## config.mk

```make
export PLATFORM = sky130hd
export DESIGN_NAME = lte_ul_ant_pwr_meas
export DESIGN_NICKNAME = d
export VERILOG_FILES = /design/src/rtl/lte_ul_pwr_pkg.sv /design/src/rtl/lte_ul_pwr_sq.sv /design/src/rtl/lte_ul_ant_pwr_meas.sv
export SDC_FILE = /design/constraint.sdc
export NUM_CORES = 2
export LEC_CHECK = 0
export BUFFER_PORTS_ARGS = -buffer_cell sky130_fd_sc_hd__buf_2
export CORE_MARGIN = 8
export CORE_UTILIZATION = 30
export CTS_BUF_LIST = sky130_fd_sc_hd__clkbuf_16
export DETAILED_ROUTE_END_ITERATION = 16
export GPL_ROUTABILITY_DRIVEN = 0
export PLACE_DENSITY = 0.54
export SYNTH_ARGS = -nofsm -noshare
export SYNTH_HDL_FRONTEND = slang
export SYNTH_SLANG_ARGS = --single-unit
```

## constraint.sdc

```tcl
create_clock -name clk_245 -period 7.1 [get_ports clk_245]
set_input_delay 0.71 -clock clk_245 [delete_from_list [all_inputs] [get_ports clk_245]]
set_output_delay 0.71 -clock clk_245 [all_outputs]
set_load 0.005 [all_outputs]
```

## src/rtl/lte_ul_pwr_pkg.sv

```systemverilog
// Shared types and widths for the uplink per-antenna power meter.
package lte_ul_pwr_pkg;

  localparam int IQ_W       = 15;
  localparam int PWR_W      = 2 * IQ_W;
  localparam int PIPE_DEPTH = 4;

  // IDLE wait start | ARM wait frame head | ACCUM sum | DRAIN flush pipe | DUMP emit beats
  typedef enum logic [2:0] {
    IDLE  = 3'd0,
    ARM   = 3'd1,
    ACCUM = 3'd2,
    DRAIN = 3'd3,
    DUMP  = 3'd4
  } state_e;

endpackage

```

## src/rtl/lte_ul_pwr_sq.sv

```systemverilog
// Three-stage power pipeline: register I/Q, square each, sum to I^2+Q^2.
// A slot tag rides alongside so the accumulator knows which antenna to update.
module lte_ul_pwr_sq
  import lte_ul_pwr_pkg::*;
#(
  parameter int TAG_W = 3
) (
  input  logic             clk_245,
  input  logic             syn_rst,
  input  logic             flush_i,
  input  logic             valid_i,
  input  logic [TAG_W-1:0] tag_i,
  input  logic [PWR_W-1:0] data_i,
  output logic             valid_o,
  output logic [TAG_W-1:0] tag_o,
  output logic [PWR_W-1:0] sum_o
);

  logic signed [IQ_W-1:0]  i_q, q_q;
  logic signed [PWR_W-1:0] i_ext, q_ext;
  logic [PWR_W-1:0]        isq_d, qsq_d, isq_q, qsq_q, sum_q;
  logic [2:0]              vld_q;
  logic [TAG_W-1:0]        tag1_q, tag2_q, tag3_q;

  always_comb begin
    i_ext = {{IQ_W{i_q[IQ_W-1]}}, i_q};
    q_ext = {{IQ_W{q_q[IQ_W-1]}}, q_q};
    isq_d = $unsigned(i_ext * i_ext);
    qsq_d = $unsigned(q_ext * q_ext);
  end

  // A flush kills samples already past the input register; the new one still enters.
  always_ff @(posedge clk_245) begin
    if (syn_rst) begin
      vld_q  <= '0;
      i_q    <= '0;
      q_q    <= '0;
      isq_q  <= '0;
      qsq_q  <= '0;
      sum_q  <= '0;
      tag1_q <= '0;
      tag2_q <= '0;
      tag3_q <= '0;
    end else begin
      vld_q  <= {vld_q[1] & ~flush_i, vld_q[0] & ~flush_i, valid_i};
      i_q    <= data_i[PWR_W-1:IQ_W];
      q_q    <= data_i[IQ_W-1:0];
      isq_q  <= isq_d;
      qsq_q  <= qsq_d;
      sum_q  <= isq_q + qsq_q;
      tag1_q <= tag_i;
      tag2_q <= tag1_q;
      tag3_q <= tag2_q;
    end
  end

  assign valid_o = vld_q[2];
  assign tag_o   = tag3_q;
  assign sum_o   = sum_q;

endmodule

```

## src/rtl/lte_ul_ant_pwr_meas.sv

```systemverilog
// Per-antenna uplink power meter: averages I^2+Q^2 over a TDM antenna stream
// and streams one mean-power beat per antenna through a valid/ready port.
module lte_ul_ant_pwr_meas
  import lte_ul_pwr_pkg::*;
#(
  parameter int XNUM     = 8,
  parameter int WIN_LOG2 = 10
) (
  input  logic             clk_245,
  input  logic             syn_rst,
  input  logic [PWR_W-1:0] i_data,
  input  logic             i_data_valid,
  input  logic             i_fram_hd,
  input  logic             i_ant8_sel,
  input  logic             i_meas_start,
  input  logic             i_pwr_ready,
  output logic             o_pwr_valid,
  output logic [2:0]       o_pwr_ant,
  output logic [PWR_W-1:0] o_pwr,
  output logic             o_busy,
  output logic             o_sync_err
);

  localparam int ACC_W = PWR_W + WIN_LOG2;
  localparam int CNT_W = WIN_LOG2 + 1;
  localparam logic [CNT_W-1:0] CNT_LAST   = CNT_W'((1 << WIN_LOG2) - 1);
  localparam logic [1:0]       DRAIN_LAST = 2'(PIPE_DEPTH - 1);

  state_e           state_q, state_d;
  logic [2:0]       slot_q, dump_q, in_slot, nant_m1, sq_tag;
  logic [1:0]       drain_q;
  logic             ant8_q, sync_err_q;
  logic [CNT_W-1:0] cnt_q [XNUM];
  logic [ACC_W-1:0] acc_q [XNUM];
  logic             start, take_first, in_accum, resync, accept;
  logic             win_clear, win_done, dump_last, sq_valid;
  logic [PWR_W-1:0] sq_sum;

  assign nant_m1 = ant8_q ? 3'd7 : 3'd3;

  always_comb begin
    start      = (state_q == IDLE) && i_meas_start;
    take_first = (state_q == ARM) && i_data_valid && i_fram_hd;
    in_accum   = (state_q == ACCUM) && i_data_valid;
    resync     = in_accum && i_fram_hd && (slot_q != 3'd0);
    accept     = take_first || in_accum;
    in_slot    = resync ? 3'd0 : slot_q;
    win_clear  = start || resync;
    win_done   = in_accum && !resync && (slot_q == nant_m1) && (cnt_q[slot_q] == CNT_LAST);
    dump_last  = (state_q == DUMP) && i_pwr_ready && (dump_q == nant_m1);
  end

  always_ff @(posedge clk_245) begin
    if (syn_rst) state_q <= IDLE;
    else         state_q <= state_d;
  end

  always_comb begin
    state_d = state_q;
    case (state_q)
      IDLE:    if (i_meas_start)   state_d = ARM;
      ARM:     if (take_first)     state_d = ACCUM;
      ACCUM:   if (win_done)       state_d = DRAIN;
      DRAIN:   if (drain_q == '0)  state_d = DUMP;
      DUMP:    if (dump_last)      state_d = IDLE;
      default:                     state_d = IDLE;
    endcase
  end

  always_ff @(posedge clk_245) begin
    if (syn_rst) begin
      slot_q     <= '0;
      dump_q     <= '0;
      drain_q    <= '0;
      ant8_q     <= 1'b0;
      sync_err_q <= 1'b0;
    end else begin
      if (start)       slot_q <= '0;
      else if (accept) slot_q <= (in_slot == nant_m1) ? 3'd0 : in_slot + 3'd1;
      if (start)       sync_err_q <= 1'b0;
      else if (resync) sync_err_q <= 1'b1;
      if (take_first)  ant8_q <= i_ant8_sel;
      if (win_done)                                drain_q <= DRAIN_LAST;
      else if (state_q == DRAIN && drain_q != '0)  drain_q <= drain_q - 2'd1;
      if (state_q != DUMP)                         dump_q <= '0;
      else if (i_pwr_ready && !dump_last)          dump_q <= dump_q + 3'd1;
    end
  end

  // A frame-head resync restarts the window with the current sample already counted as slot 0.
  always_ff @(posedge clk_245) begin
    if (syn_rst || win_clear) begin
      for (int k = 0; k < XNUM; k++) begin
        acc_q[k] <= '0;
        cnt_q[k] <= '0;
      end
      if (!syn_rst && resync) cnt_q[0] <= CNT_W'(1);
    end else begin
      if (sq_valid) acc_q[sq_tag] <= acc_q[sq_tag] + ACC_W'(sq_sum);
      if (accept)   cnt_q[in_slot] <= cnt_q[in_slot] + CNT_W'(1);
    end
  end

  lte_ul_pwr_sq #(.TAG_W(3)) u_sq (
    .clk_245 (clk_245),
    .syn_rst (syn_rst),
    .flush_i (resync),
    .valid_i (accept),
    .tag_i   (in_slot),
    .data_i  (i_data),
    .valid_o (sq_valid),
    .tag_o   (sq_tag),
    .sum_o   (sq_sum)
  );

  always_comb begin
    o_busy      = (state_q != IDLE);
    o_sync_err  = sync_err_q;
    o_pwr_valid = 1'b0;
    o_pwr_ant   = '0;
    o_pwr       = '0;
    if (state_q == DUMP) begin
      o_pwr_valid = 1'b1;
      o_pwr_ant   = dump_q;
      o_pwr       = acc_q[dump_q][ACC_W-1:WIN_LOG2];
    end
  end

endmodule

```

# Word-level counts from Yosys, hierarchy flattened
# Memory sizes are Yosys's and may differ from the RTL's. A register that Yosys moved wholly into a read port is not among the register bits.
# Cells that the tools add are included.
[totals] mem_bits_rw=408 n_memories=2 output_inout_bits=36 regBits=145 input_bits=37
[op_classes] n_reduce_logical=31 mux=37 n_addsub=6 bitwise_logic=4 eq_ne=14 multipliers=2
[mem_list] name="acc_q" words=8 word_bits=40 rd=2 rd_clocked_by_memory_dff=2 write_ports=8 line_no="lte_ul_ant_pwr_meas.sv:34" text="logic [ACC_W-1:0] acc_q [XNUM];"
[mem_list] name="cnt_q" words=8 word_bits=11 rd=2 rd_clocked_by_memory_dff=1 write_ports=8 line_no="lte_ul_ant_pwr_meas.sv:33" text="logic [CNT_W-1:0] cnt_q [XNUM];"
[op_table] operator="15-bit by 15-bit multiplier with 30-bit output" n=2
[op_table] operator="3-bit two-way mux" n=16
[op_table] operator="40-bit by 30-bit adder with 40-bit output" n=1
[op_table] operator="40-bit two-way mux" n=1
[op_table] operator="40-bit OR reduction" n=1
[op_table] operator="30-bit adder" n=1
[op_table] operator="30-bit two-way mux" n=1
[op_table] operator="11-bit two-way mux" n=2
[op_table] operator="3-bit one-hot mux with 5 select lines" n=1
[op_table] operator="1-bit logical AND" n=14
[op_table] operator="1-bit two-way mux" n=14
[op_table] operator="11-bit by 1-bit adder with 11-bit output (second input constant)" n=1
[op_table] operator="11-bit by 10-bit == test with 1-bit output (second input constant)" n=1
[op_table] operator="11-bit OR reduction" n=1
[op_table] operator="2-bit != test (second input constant)" n=5
[op_table] operator="3-bit == test" n=3
[op_table] operator="3-bit by 1-bit adder with 3-bit output (second input constant)" n=2
[op_table] operator="3-bit by 2-bit == test with 1-bit output (second input constant)" n=2
[op_table] operator="3-bit nonzero test" n=2
[op_table] operator="5-bit AND reduction" n=1
[op_table] operator="2-bit two-way mux" n=2
[op_table] operator="2-bit nonzero test" n=2
[op_table] operator="2-bit OR reduction" n=2
[op_table] operator="3-bit by 1-bit == test with 1-bit output (second input constant)" n=1
[op_table] operator="10 further kinds" n=15

# Longest topological paths before layout
[logic_depth] ltp_word=10 ltp_mapped=26

# Hierarchy
# A second synthesis with hierarchy kept.
[hier_totals] cells_unflattened=3946 area_unflattened_um2=41853.9
[modules_own_cells] module="lte_ul_ant_pwr_meas" instances=1 area_each_um2=22028.6 cells_per_inst=1831 seq_area_each_um2=12632.1
[modules_own_cells] module="lte_ul_pwr_sq" instances=1 area_each_um2=19825.3 cells_per_inst=2115 seq_area_each_um2=2602.5

# Worst setup path after synthesis
# No wires, ideal clock.
[synth_timing] path_type="register to register" startpoint="register u_sq.i_q[3]" endpoint="register u_sq.isq_q[29]" slack_ns=0.660 n_path_buf=3 stages_incl_launch_ff=24 t_arrival_ns=6.316 cell_sequence="dfxtp_1 -> clkbuf_1 -> clkbuf_1 -> nand2_1 -> fa_1 -> inv_1 -> fa_1 -> fa_1 -> fa_1 -> fa_1 -> inv_1 -> fa_1 -> inv_1 -> ha_1 -> clkbuf_1 -> a21oi_1 -> o21ai_0 -> nor2_1 -> a311o_1 -> a21boi_0 -> a31o_2 -> o31a_1 -> mux2i_1 -> nand3_1"
[synth_between] elab_chain_len=1
[synth_lines] element="from (decl)" line_no="lte_ul_pwr_sq.sv:19" text="logic signed [IQ_W-1:0] i_q, q_q;"
[synth_lines] element="from (signal assigned)" line_no="lte_ul_pwr_sq.sv:46" text="i_q <= data_i[PWR_W-1:IQ_W];"
[synth_lines] element="15-bit by 15-bit multiplier with 30-bit output" line_no="lte_ul_pwr_sq.sv:28" text="isq_d = $unsigned(i_ext * i_ext);"
[synth_lines] element="to (signal assigned)" line_no="lte_ul_pwr_sq.sv:48" text="isq_q <= isq_d;"
[synth_lines] element="to (decl)" line_no="lte_ul_pwr_sq.sv:21" text="logic [PWR_W-1:0] isq_d, qsq_d, isq_q, qsq_q, sum_q;"
# Every way passes these cells.
# A chain may end at the register's enable or synchronous reset.

# Worst setup path after layout
[layout_timing] startpoint="register u_sq.i_q[1]" endpoint="register u_sq.isq_q[28]"
# Same word-level chain as after synthesis.

==> results.ini <==
[route]
drtIter0Drc = 1827
vias = 28953
first_pass_iters = 8
wl_per_cell_um = 19.3
route.detailed.drc = 0
ant_nets = 0
wl_um = 113000
viasPerCell = 4.94

[timing]
hold_viol = 0
fin_setup_tns_ns = 0
fmax_ghz = 0.151
setup_viol = 0
worst_pin_slew_ns = 1.10
rsz0062_at_grt = no
slew_headroom_pct = 26.4
period_share_pct = 93.0
finClkSkew_ns = 0.0258
period_needed_ns = 6.60
slew_viol_final = 0

[yosys]
synth_edf_count = 408
syn_area_mm2 = 0.0418
ys_async_sr_fraction_pct = 0
ys.flop_type = edfxtp_1
synth_nets = 4621
ys_seq_area_share_pct = 36.5
yosys_warnings = 0
postSynthAreaPerCell_um2 = 10.6
ys_ff_latch = 557
postSynthCellCount = 3953
ys_types = 97

[clocking]
postCtsResizedCells = 0
clk_pin_slew_ns = 0.06
cts_buffers = 69
clockBufferDepth = 3
cts-root-buf = clkbuf_16
hold_buffers = 0
cts_setup_buffers = 0
clock-sinks = 557
clk_latency_ns = 0.62
cts_tree = built
htree_num_levels = 3

[setup_path]
cp.required_ns = 7.60
worst-path-max-fanout = 11
setup.worst_path.end_class = flop
crit_type = reg2reg
rr_worst_depth = 23
r2r-start = u_sq.i_q[1]
rrSetupSlack_ns = 0.50
critPathArrivalTime_ns = 7.10
r2r-end = u_sq.isq_q[28]
startpoint_type = flop

[floorplanning]
core_mm2 = 0.139
die_area_mm2 = 0.152
die_w_um = 389
start_util_pct = 30.1
placementRows = 137
die_h_um = 389
ioPinCount = 73

[power]
intPower_mw = 7.50
pwr-share-comb_pct = 35.4
clkPwrFrac_pct = 29.7
ir_worst_vdd_v = 0.000169
power.share.sequential_pct = 34.9
powerDensity_mw_per_mm2 = 249
p_sw_share_pct = 35.4
switchingPower_mw = 4.10
p_leak_nw = 20.0

[place]
dpl.hpwl_um = 79800
place_inst = 5735
portBuffers = 72

[status]
status = finished, final reports clean

[finish]
final_common_cell = inv_1
layout_common_cells = 632 x inv_1, 597 x nor2_1, 408 x edfxtp_1
final_layout_size_suffix_gt1_share_pct = 10.0
fillCellCount = 14185
antennaDiodeCount = 0
final_nets = 4667
layout-area-overhead-vs-synth_pct = 11.5
fin_cells = 5862

[global_routing]
overflow = 0
grt_max_degree = 85
grt_usage_pct = 14.8
grt_pass1_wl_um = 177000
grt_pass1_vias = 30630
antenna_found_initial = 5

[worst_hold_path]
hold_depth = 2
min-delay-start = i_data[21]
hold_class = in2reg
min_to = u_sq.i_q[6]

[flow_run]
max-cap-violations = 0

-- flip-flops by register name, summed over array words and instances, names as in the netlist, 15 cells and up, named ones only --
signal	flops
u_sq.sum_o	30
acc_q	320
cnt_q	88
u_sq.isq_q	29
u_sq.i_q	15
u_sq.q_q	15
u_sq.qsq_q	29
-- routing by layer --
layer  vias to the layer above  GRT usage [%]  routed length, um
met5                         -              0                  0
met4                         0           3.51               1850
met3                       142           1.64               5550
met2                       728           26.7              57900
met1                     14726           19.1              47800
li1                      13357              -                  -
-- worst max path at each step --
stage	from	end	slack (ns)	cells past startpoint
after floorplan	u_sq.i_q[3]	u_sq.isq_q[29]	0.66	23
after global placement	u_sq.i_q[1]	u_sq.isq_q[29]	0.59	20
after detailed placement	u_sq.i_q[1]	u_sq.isq_q[29]	0.48	20
after CTS	u_sq.i_q[1]	u_sq.isq_q[29]	0.45	20
after global routing	u_sq.i_q[1]	u_sq.isq_q[29]	0.02	20
final	u_sq.i_q[1]	u_sq.isq_q[28]	0.50	23
-- critical path: stages (launching register included) --
cell and delay [ns]:
dfxtp_1 0.53, inv_1 0.22, nor2_1 0.19, inv_1 0.08, fa_1 0.48, fa_1 0.55, inv_1 0.05, fa_1 0.50
inv_1 0.05, fa_1 0.49, fa_1 0.40, fa_1 0.52, inv_1 0.05, ha_1 0.33, a21o_1 0.20, a21oi_1 0.14
buf_4 0.16, o211ai_1 0.10, o31ai_1 0.43, o21ai_0 0.19, a21o_1 0.25, a41oi_1 0.30, mux2i_1 0.22, nand2_1 0.06
-- kinds of logic after synthesis --
family | share of synthesized area (%)
compound gates | 8.34
xor+xnor | 3.10
fa+ha+maj | 26.0
buf+inv | 7.33
flops | 36.5
mux | 5.76
simple gates | 13.1
-- synth_stat cells, drive strengths merged, types with 17 or more instances --
cell      n  area share (%)
nand2b   17            0.25
ha      238             7.1
mux2i    65             1.6
nand3    36            0.47
and2     79             1.2
nand4    54            0.81
xnor2    96             2.1
inv     616             5.5
fa      393              19
nor3     55            0.71
and3     18            0.27
buf      49            0.63
a211oi   25            0.48
edfxtp  408              29
o21ai    64            0.79
a21o     41            0.74
a21oi    87             1.1
mux2     18            0.49
clkbuf  127             1.1
dfxtp   149             7.1
nor2b    64            0.96
a22oi   125             2.2
nand2   216             1.9
mux4     69             3.7
nor2    600             5.4
xor2     44            0.96
-- layout make-up --
| cell class | instances | area, um^2 | share of cell area (%) |
|---|---|---|---|
| well taps | 1807 | 2260 | 4.85 |
| clock buffers | 73 | 1830 | 3.92 |
| clock inverters | 54 | 394 | 0.846 |
| flip-flops and latches | 557 | 15200 | 32.7 |
| inverters | 619 | 2320 | 4.99 |
| multi-input cells | 2601 | 23600 | 50.6 |
| repair buffers | 151 | 960 | 2.06 |
-- power groups by stage --
stage,Combinational (mW),Clock [mW],Sequential [mW]
CTS,4.17,3.53,4.04
global route,4.72,3.65,4.07
floorplan,3.16,0,3.99
global placement,4.13,0,4.11
finish,4.11,3.45,4.04
detailed placement,4.15,0,4.11
-- metrics by stage --
step	setup slack (ns)	cell area [um^2]	total power, mW	util [%]	hold WS, ns
5_1_grt	0.0243	46600	12.5	33.6	0.287
3_3_place_gp	0.586	44400	8.24	32.0	0.410
4_1_cts	0.446	46600	11.7	33.6	0.251
6_report	0.498	46600	11.6	33.6	0.292
2_1_floorplan	0.660	41800	7.15	-	0.406
3_5_place_dp	0.481	44400	8.26	32.0	0.420
Note: power is estimated with default switching activity, not from simulation.
